**src/rtl/seg7_pkg.sv**
```systemverilog
// seg7_pkg
//   Shared definitions for the 7-segment receive path.
//   - SEG_0..SEG_9, SEG_BLANK: active-low segment patterns, index 0 = segment a,
//     index 6 = segment g (a..g, [0:6]).
//   - state_t: handshake FSM states.
//   - STABLE_CYCLES_MIN/MAX: legal range of the stability filter length.
//   - CNT_W: width of the stability counter (covers STABLE_CYCLES_MAX-1).
package seg7_pkg;

  localparam logic [0:6] SEG_0     = 7'b000_0001;
  localparam logic [0:6] SEG_1     = 7'b100_1111;
  localparam logic [0:6] SEG_2     = 7'b001_0010;
  localparam logic [0:6] SEG_3     = 7'b000_0110;
  localparam logic [0:6] SEG_4     = 7'b100_1100;
  localparam logic [0:6] SEG_5     = 7'b010_0100;
  localparam logic [0:6] SEG_6     = 7'b010_0000;
  localparam logic [0:6] SEG_7     = 7'b000_1111;
  localparam logic [0:6] SEG_8     = 7'b000_0000;
  localparam logic [0:6] SEG_9     = 7'b000_1100;
  localparam logic [0:6] SEG_BLANK = 7'b111_1111;

  localparam int STABLE_CYCLES_MIN = 2;
  localparam int STABLE_CYCLES_MAX = 15;
  localparam int CNT_W             = 4;

  typedef enum logic {
    IDLE = 1'b0,
    HOLD = 1'b1
  } state_t;

endpackage

```
**src/rtl/seg7_pattern_decode.sv**
```systemverilog
// seg7_pattern_decode
//   Purely combinational map from an active-low a..g segment pattern to a BCD digit.
//   Ports:
//     pattern   in  [0:6]  segment pattern, active-low, index 0 = a
//     is_digit  out 1      pattern is one of the ten legal digits
//     is_blank  out 1      pattern is all segments off
//     digit     out 4      decoded digit (0 when not a digit)
//   is_digit=0 and is_blank=0 together mean the pattern is illegal.
module seg7_pattern_decode
  import seg7_pkg::*;
(
  input  logic [0:6] pattern,
  output logic       is_digit,
  output logic       is_blank,
  output logic [3:0] digit
);

  // Pattern lookup; anything not listed falls through as illegal.
  always_comb begin
    is_digit = 1'b1;
    is_blank = 1'b0;
    digit    = 4'd0;
    case (pattern)
      SEG_0:     digit = 4'd0;
      SEG_1:     digit = 4'd1;
      SEG_2:     digit = 4'd2;
      SEG_3:     digit = 4'd3;
      SEG_4:     digit = 4'd4;
      SEG_5:     digit = 4'd5;
      SEG_6:     digit = 4'd6;
      SEG_7:     digit = 4'd7;
      SEG_8:     digit = 4'd8;
      SEG_9:     digit = 4'd9;
      SEG_BLANK: begin
        is_digit = 1'b0;
        is_blank = 1'b1;
      end
      default: begin
        is_digit = 1'b0;
        is_blank = 1'b0;
      end
    endcase
  end

endmodule

```
**src/rtl/seg7_rx_decoder.sv**
```systemverilog
// seg7_rx_decoder
//   Receive side of a 7-segment display link: registers the active-low a..g bus,
//   waits for STABLE_CYCLES identical samples, decodes the stable pattern and hands
//   each new digit out over valid/ready while keeping a DIGITS-deep BCD history.
//   Optional feature macro: SEG_ERR_COUNT_EN (adds the err_cnt port and counter).
//   Parameters:
//     STABLE_CYCLES  identical samples needed before a pattern is accepted (2..15)
//     DIGITS         BCD digits kept in history (>= 2)
//   Ports:
//     CLOCK_50   in   1          clock, rising edge
//     RESET      in   1          synchronous reset, active-high
//     seg_in     in   [0:6]      segment bus, active-low, a..g
//     dig_out    out  4          decoded digit
//     dig_valid  out  1          dig_out valid, held until accepted
//     dig_ready  in   1          consumer accept
//     blank      out  1          last accepted pattern was blank
//     seg_err    out  1          one-cycle pulse on an illegal accepted pattern
//     history    out  4*DIGITS   accepted digits, newest in [3:0]
//     err_cnt    out  8          saturating seg_err count (SEG_ERR_COUNT_EN only)
module seg7_rx_decoder
  import seg7_pkg::*;
#(
  parameter int STABLE_CYCLES = 4,
  parameter int DIGITS        = 4
) (
  input  logic                  CLOCK_50,
  input  logic                  RESET,
  input  logic [0:6]            seg_in,
  output logic [3:0]            dig_out,
  output logic                  dig_valid,
  input  logic                  dig_ready,
  output logic                  blank,
  output logic                  seg_err,
  output logic [4*DIGITS-1:0]   history
`ifdef SEG_ERR_COUNT_EN
  ,
  output logic [7:0]            err_cnt
`endif
);

  localparam logic [CNT_W-1:0] CNT_MAX = CNT_W'(STABLE_CYCLES - 1);

  logic [0:6]          samp_r;
  logic [0:6]          last_acc_r;
  logic [0:6]          last_acc_nxt_s;
  logic [CNT_W-1:0]    stab_cnt_r;
  state_t              state_r;
  state_t              state_nxt_s;
  logic                accept_s;
  logic                dec_is_digit_s;
  logic                dec_is_blank_s;
  logic [3:0]          dec_digit_s;
  logic [3:0]          dig_out_nxt_s;
  logic                dig_valid_nxt_s;
  logic                blank_nxt_s;
  logic                seg_err_nxt_s;
  logic [4*DIGITS-1:0] history_nxt_s;

  seg7_pattern_decode u_decode (
    .pattern  (samp_r),
    .is_digit (dec_is_digit_s),
    .is_blank (dec_is_blank_s),
    .digit    (dec_digit_s)
  );

  // Input register; resets to blank so a non-blank bus restarts the filter.
  always_ff @(posedge CLOCK_50) begin
    if (RESET) begin
      samp_r <= SEG_BLANK;
    end else begin
      samp_r <= seg_in;
    end
  end

  // Stability counter: run length of identical samples, saturating.
  // It keeps counting during HOLD so a pattern that settled there is ready at once.
  always_ff @(posedge CLOCK_50) begin
    if (RESET) begin
      stab_cnt_r <= {CNT_W{1'b0}};
    end else if (seg_in != samp_r) begin
      stab_cnt_r <= {CNT_W{1'b0}};
    end else if (stab_cnt_r != CNT_MAX) begin
      stab_cnt_r <= stab_cnt_r + {{(CNT_W-1){1'b0}}, 1'b1};
    end else begin
      stab_cnt_r <= stab_cnt_r;
    end
  end

  // A settled pattern that differs from the last accepted one, seen only in IDLE.
  assign accept_s = (stab_cnt_r == CNT_MAX) && (samp_r != last_acc_r) && (state_r == IDLE);

  // Next-state and next-output logic for the handshake FSM.
  always_comb begin
    state_nxt_s     = state_r;
    last_acc_nxt_s  = last_acc_r;
    dig_out_nxt_s   = dig_out;
    dig_valid_nxt_s = dig_valid;
    blank_nxt_s     = blank;
    seg_err_nxt_s   = 1'b0;
    history_nxt_s   = history;
    case (state_r)
      IDLE: begin
        if (accept_s) begin
          last_acc_nxt_s = samp_r;
          if (dec_is_digit_s) begin
            dig_out_nxt_s   = dec_digit_s;
            dig_valid_nxt_s = 1'b1;
            blank_nxt_s     = 1'b0;
            history_nxt_s   = {history[4*DIGITS-5:0], dec_digit_s};
            state_nxt_s     = HOLD;
          end else if (dec_is_blank_s) begin
            blank_nxt_s = 1'b1;
          end else begin
            seg_err_nxt_s = 1'b1;
            blank_nxt_s   = 1'b0;
          end
        end else begin
          state_nxt_s = IDLE;
        end
      end
      HOLD: begin
        if (dig_valid && dig_ready) begin
          dig_valid_nxt_s = 1'b0;
          state_nxt_s     = IDLE;
        end else begin
          state_nxt_s = HOLD;
        end
      end
      default: begin
        // Unreachable encoding: drop any pending digit and recover to IDLE.
        dig_valid_nxt_s = 1'b0;
        state_nxt_s     = IDLE;
      end
    endcase
  end

  // FSM state, accepted-pattern memory and registered outputs.
  always_ff @(posedge CLOCK_50) begin
    if (RESET) begin
      state_r    <= IDLE;
      last_acc_r <= SEG_BLANK;
      dig_out    <= 4'd0;
      dig_valid  <= 1'b0;
      blank      <= 1'b1;
      seg_err    <= 1'b0;
      history    <= {(4*DIGITS){1'b0}};
    end else begin
      state_r    <= state_nxt_s;
      last_acc_r <= last_acc_nxt_s;
      dig_out    <= dig_out_nxt_s;
      dig_valid  <= dig_valid_nxt_s;
      blank      <= blank_nxt_s;
      seg_err    <= seg_err_nxt_s;
      history    <= history_nxt_s;
    end
  end

`ifdef SEG_ERR_COUNT_EN
  // Saturating count of illegal-pattern events, stepped with each seg_err pulse.
  always_ff @(posedge CLOCK_50) begin
    if (RESET) begin
      err_cnt <= 8'd0;
    end else if (seg_err_nxt_s && (err_cnt != 8'hFF)) begin
      err_cnt <= err_cnt + 8'd1;
    end else begin
      err_cnt <= err_cnt;
    end
  end
`endif

endmodule

```
**config.mk**
```make
export PLATFORM = sky130hd
export DESIGN_NAME = seg7_rx_decoder
export DESIGN_NICKNAME = d
export VERILOG_FILES = /design/src/rtl/seg7_pkg.sv /design/src/rtl/seg7_pattern_decode.sv /design/src/rtl/seg7_rx_decoder.sv
export SDC_FILE = /design/constraint.sdc
export NUM_CORES = 1
export LEC_CHECK = 0
export BUFFER_PORTS_ARGS = -buffer_cell sky130_fd_sc_hd__buf_2
export CORE_MARGIN = 3
export CORE_UTILIZATION = 42
export DETAILED_ROUTE_END_ITERATION = 8
export PLACE_DENSITY = 0.6
export SLEW_MARGIN = 10
export SYNTH_ARGS = -nofsm -noshare
export SYNTH_HDL_FRONTEND = slang
export SYNTH_SLANG_ARGS = --single-unit
```
**constraint.sdc**
```tcl
create_clock -name CLOCK_50 -period 2 [get_ports CLOCK_50]
set_input_delay 0.2 -clock CLOCK_50 [delete_from_list [all_inputs] [get_ports CLOCK_50]]
set_output_delay 0.2 -clock CLOCK_50 [all_outputs]
set_load 0.01 [all_outputs]
```
==> impl_metrics.toml, run 1 <==
[run_status]
outcome = "completed"

[clock_network]
cts_buffers = 5
post_cts_buffers = 0
clock_path_buffers = 2
insertion_delay_ns = 0.28
cts-htree-levels = 2
cts_tree = "built"
cts-root-buf = "clkbuf_8"
clkTransAtPathRegs_ns = 0.07
cts_num_sinks = 38

[pwr]
switchingPower_uw = 302
power.density_mw_per_mm2 = 654
switching_share = 0.219
clkPwrFrac = 0.364
power_frac_seq = 0.572
power.leakage_uw = 0.000889
ir_drop_uv = 334
p_int_uw = 1070
power.share.combinational = 0.064

[floorplanning]
die_h_um = 72.8
die_w_um = 72.8
ioPinCount = 33
dieArea_mm2 = 0.00531
coreArea_mm2 = 0.00414
row_count = 23
initial_core_util = 0.453

[routing]
vias = 1380
wl_per_cell_um = 12.9
remaining_drc_errors = 0
initialDrtViolationCount = 49
ant_nets = 0
drtPass1Iterations = 4
vias_per_cell = 5.15
routed_wl_mm = 3.45

[setup_path]
worstSetupPathType = "reg -> reg"
crit_arrival_ns = 2.06
start_kind = "register"
cp-end-kind = "register"
cp_max_fo = 14
worst_ep_required_time_ns = 2.21

[min_path]
hold_path.class = "in -> reg"

[logic_synthesis]
synth_top_area_cell = "dfxtp_1"
ys_seq_elements = 38
synth-seq-area-share = 0.405
synthTopCellsByArea = "dfxtp_1 41%, mux2i_1 12%, nand2_1 6.2%"
synth_edf_count = 0
netlist_area_mm2 = 0.00188
synth_compound_area_frac = 0.0920
synth_fp_nets = 199
yosys_most_used_dff = "dfxtp_1"
yosysWarnings = 0
synth-adder-area-share = 0.00667
postSynth.asyncResetShare = 0
synth_top_family_by_area = "simple AND/OR/NAND/NOR gates"
synth_cell_types = 44
synthMuxAreaShare = 0.117
synth_cells = 188
synth_top_area_frac = 0.405
synthXorXnorAreaFrac = 0.0887
syn_avg_cell_area_um2 = 9.98
synthSimpleGateAreaFrac = 0.201

[layout]
n_fill_cell = 411
n_antenna_cell = 0
drive_gt1_frac = 0.298
final_nets = 230
area_growth_pct = 11.9
utilization = 0.507

[global_route]
grt_pass1_wl_mm = 6.02
antenna_found_initial = 0
use_met2 = 0.243
grt_overflow_total = 0
met3_usage = 0.0441
grt_use_total = 0.143
grt_pass1_vias = 1341
busiest_layer = "met2"
grt_max_degree = 29
grtUsageMet1 = 0.171

[timing]
max-slew-margin-rel = 0.697
finalSetupTns_ns = 0
max_freq_ghz = 0.541
fin_worst_skew_ns = 0.00542
finalSetupViolations = 0
hold_violations = 0
rsz0062_at_grt = "no"
tightest_slew_ns = 0.453
fin_crit_sh = 0.924
fin_crit_ns = 1.85
slew_viol_final = 0

[run]
drv_cap = 0

[place]
gp_congestion = 0.878
io_buffers = 32
hpwl_mm = 2.66
[power by group through the flow]
stage,clock [µW],combinational [µW],sequential [µW]
2_1_floorplan,0,90.0,786
3_3_place_gp,0,87.5,801
3_5_place_dp,0,89.5,802
4_1_cts,517,89.7,785
5_1_grt,551,99.0,787
6_report,500,88.5,785
[registers in the layout, indices dropped and copies added, names as in the netlist]
name        flops
history        13
last_acc_r      7
samp_r          7
stab_cnt_r      4
dig_out         3
blank           1
dig_valid       1
seg_err         1
state_r         1
[worst max-delay path, stage by stage, from the launching register on]
cell and delay, ns:
dfxtp_1 0.45, nor3b_2 0.28, nand2_1 0.13, o311a_4 0.35, a21oi_4 0.17, buf_12 0.18, mux2i_1 0.21
[logic make-up (layout without fill, tap and decap cells)]
family	Yosys count	in the layout
AOI/OAI and AO/OA	19	19
DFF	38	38
adders and majority gates	1	1
muxes	22	22
buffers and inverters	19	49
and+or+nand+nor	70	70
xor gates and xnor gates	19	19
[cell usage after synthesis, types with 2 or more instances]
cell type	number
dfxtp_1	38
nand2_1	31
mux2i_1	22
xnor2_1	10
xor2_1	9
buf_4	8
or2_2	7
nor2_1	6
nand3_1	5
a21oi_1	4
nand4_1	4
o21ai_0	4
buf_6	3
nor4_1	3
and3b_1	2
inv_1	2
nor3b_2	2
o211ai_1	2
[layer usage]
layer / vias to the layer above / share of wire
met5: - / 0
met4: 0 / 0.015
met3: 7 / 0.065
met2: 37 / 0.49
met1: 635 / 0.43
li1: 701 / -
[cells in the final DEF, fill, tap and decap left out, types with 2 or more instances in the layout]
cell type  synthesis  final
o21ai_0            4      4
nor2_1             6      6
nor3b_2            2      2
nand4_1            4      4
mux2i_1           22     22
buf_2              0     32
nor4_1             3      3
or2_2              7      7
nand3_1            5      5
clkbuf_8           1      6
inv_1              2      2
o211ai_1           2      2
a21oi_1            4      4
and3b_1            2      2
dfxtp_1           38     37
buf_4              8      7
nand2_1           31     31
xnor2_1           10     10
xor2_1             9      9
[final cells by class]
cell class                 count  area [µm²]  area share
clock buffer                   6        82.6      0.0393
inverter                       3        11.3     0.00536
multi-input combinational    131         950       0.452
sequential                    38         762       0.363
tap                           50        62.6      0.0298
timing repair buffer          40         233       0.111
[per-stage QoR]
stage | setup WS [ns] | hold slack (ns) | std cells | cell area, µm² | total power [µW]
global route | 0.0248 | 0.127 | 268 | 2100 | 1440
global placement | 0.228 | 0.414 | 262 | 2020 | 889
detailed placement | 0.146 | 0.418 | 262 | 2020 | 892
finish | 0.152 | 0.127 | 268 | 2100 | 1370
floorplan | 0.340 | 0.307 | 188 | 1880 | 876
CTS | 0.127 | 0.120 | 268 | 2100 | 1390
[final timing paths]
check | depth (start not counted) | to | slack (ns) | start
worst max-delay path | 6 | history[11] | 0.15 | samp_r[0]
worst min-delay path | 2 | samp_r[3] | 0.13 | seg_in[3]
worst max register to register | 6 | history[11] | 0.15 | samp_r[0]
worst min register to register | 2 | state_r | 0.46 | state_r
[repair_timing]
action / CTS / global route
hold buffers: 0 / 0
endpoints found under the setup margin: 0 / 1
resized for setup: 0 / 1
Power figures use the tool's default switching activity.
==> run 2, diff against run 1 <==
--- a/config.mk
+++ b/config.mk
@@ -10,6 +10,7 @@
 export CORE_UTILIZATION = 42
 export DETAILED_ROUTE_END_ITERATION = 8
 export PLACE_DENSITY = 0.6
+export RECOVER_POWER = 25
 export SLEW_MARGIN = 10
 export SYNTH_ARGS = -nofsm -noshare
 export SYNTH_HDL_FRONTEND = slang
==> run 2 against run 1 <==
  * Count of clock-buffer cells in the layout is the same
  * Highest routed layer unchanged
  * Largest cell class unchanged
  * Power is essentially flat
  * Flip-flop and latch count is the same
  * Clock skew is essentially flat
  * First-iteration DRC count grew 14%
  * Hold slack is essentially flat
==> impl_metrics.toml, run 2 (synthesis gave the netlist of run 1 again) <==
[routing]
wl_per_cell_um = 12.9
initialDrtViolationCount = 56
routed_wl_mm = 3.46
ant_nets = 0
remaining_drc_errors = 0
vias_per_cell = 5.14
vias = 1378
drtPass1Iterations = 4

[layout]
instances_no_fill = 268
largest_register = "history"
top_regs = "history: 13 flops, last_acc_r: 7 flops, samp_r: 7 flops"
area_growth_pct = 11.3
drive_gt1_frac = 0.257
largest_reg_flops = 13
final_nets = 230
final_cell_mix = "37 x dfxtp_1, 31 x nand2_1, 23 x buf_2, 22 x mux2i_1, 10 x xnor2_1"
layout_commonest_cell = "dfxtp_1"
n_antenna_cell = 0

[timing]
slew_viol_final = 0
finalSetupViolations = 0
hold_violations = 0
max_freq_ghz = 0.541
fin_crit_sh = 0.924
fin_crit_ns = 1.85
fin_worst_skew_ns = 0.00543
finalSetupTns_ns = 0
max-slew-margin-rel = 0.674
rsz0062_at_grt = "no"
tightest_slew_ns = 0.489

[clock_network]
cts_num_sinks = 38
cts_buffers = 5
clkTransAtPathRegs_ns = 0.07
clock_path_buffers = 2
cts-htree-levels = 2
cts_tree = "built"
ctsHoldBuffers = 0
insertion_delay_ns = 0.28
cts-root-buf = "clkbuf_8"

[pwr]
power_frac_seq = 0.572
power.density_mw_per_mm2 = 657
power.share.combinational = 0.064
power.leakage_uw = 0.000851
total_power_uw = 1370
switchingPower_uw = 302
switching_share = 0.220
ir_drop_uv = 334
clkPwrFrac = 0.364
p_int_uw = 1070

[floorplanning]
initial_core_util = 0.453
dieArea_mm2 = 0.00531
coreArea_mm2 = 0.00414
die_h_um = 72.8
row_count = 23
ioPinCount = 33
die_w_um = 72.8

[setup_path]
cp-end-kind = "register"
worst_ep_required_time_ns = 2.21
crit_chain = "nor3b_2 > nand2_1 > o311a_4 > a21oi_4 > buf_12 > mux2i_1"
crit_arrival_ns = 2.06
critPathMaxStageDelay_ns = 0.45
slowest_stage = "dfxtp_1"
worstSetupPathType = "reg -> reg"
cp_max_fo = 14
start_kind = "register"

[min_path]
hold_path.class = "in -> reg"

[global_route]
grt_use_total = 0.143
grt_pass1_vias = 1341
grt_max_degree = 29
grt_overflow_total = 0
grt_pass1_wl_mm = 6.02
antenna_found_initial = 0

[place]
gp_congestion = 0.878
io_buffers = 32
dp.cells = 262
hpwl_mm = 2.66

[run_status]
outcome = "completed"

[run]
drv_cap = 0
run 2: cell count changes in the layout (fill, tap and decap cells not counted):
cell | previous run | this run
clkbuf_1 | 0 | 9
buf_2 | 32 | 23
run 2: stage by stage:
step           hold slack (ns)  worst slack [ns]   util  area (µm²)
5_1_grt                  0.127            0.0248  0.504        2090
6_report                 0.127             0.152  0.504        2090
3_3_place_gp             0.414             0.228  0.487        2020
3_5_place_dp             0.418             0.146  0.487        2020
4_1_cts                  0.120             0.127  0.507        2100
2_1_floorplan            0.307             0.340      -        1880
run 2: path summary, 6_finish.rpt:
check             slack, ns          end  cells after the start       from
setup / recovery       0.15  history[11]                      6  samp_r[0]
hold / removal         0.13    samp_r[3]                      2  seg_in[3]
setup reg to reg       0.15  history[11]                      6  samp_r[0]
hold reg to reg        0.46      state_r                      2    state_r
run 2: critical path, delay by kind of cell, from the launching register on:
kind                   cells  cell delay, ns
buffers and inverters      1            0.18
muxes                      1            0.21
DFF                        1            0.45
and+or+nand+nor            2            0.41
AOI/OAI and AO/OA          2            0.52
run 2: what timing repair did:
item | CTS | global route
setup buffers | 0 | 0
resized for setup | 0 | 1
endpoints found under the setup margin | 0 | 1
run 2: layer usage:
layer / vias to the layer above / wire length [µm] / GRT usage
met2: 37 / 1680 / 0.243
met3: 7 / 217 / 0.0441
met5: - / 0 / 0
met1: 634 / 1510 / 0.171
li1: 700 / - / -
met4: 0 / 50 / 0.0492
run 2: power by group through the flow:
| stage | Combinational [µW] | Sequential (µW) | Clock, µW |
|---|---|---|---|
| 6_report | 88.3 | 785 | 500 |
| 5_1_grt | 98.7 | 787 | 551 |
| 4_1_cts | 89.7 | 785 | 517 |
| 3_5_place_dp | 89.5 | 802 | 0 |
| 3_3_place_gp | 87.5 | 801 | 0 |
| 2_1_floorplan | 90.0 | 786 | 0 |
run 2: layout make-up:
type | instances | area (µm²)
multi-input cells | 131 | 950
flip-flops and latches | 38 | 762
fillers | 414 | 2050
repair buffers | 40 | 221
well taps | 50 | 62.6
clock buffers | 6 | 82.6
inverters | 3 | 11.3
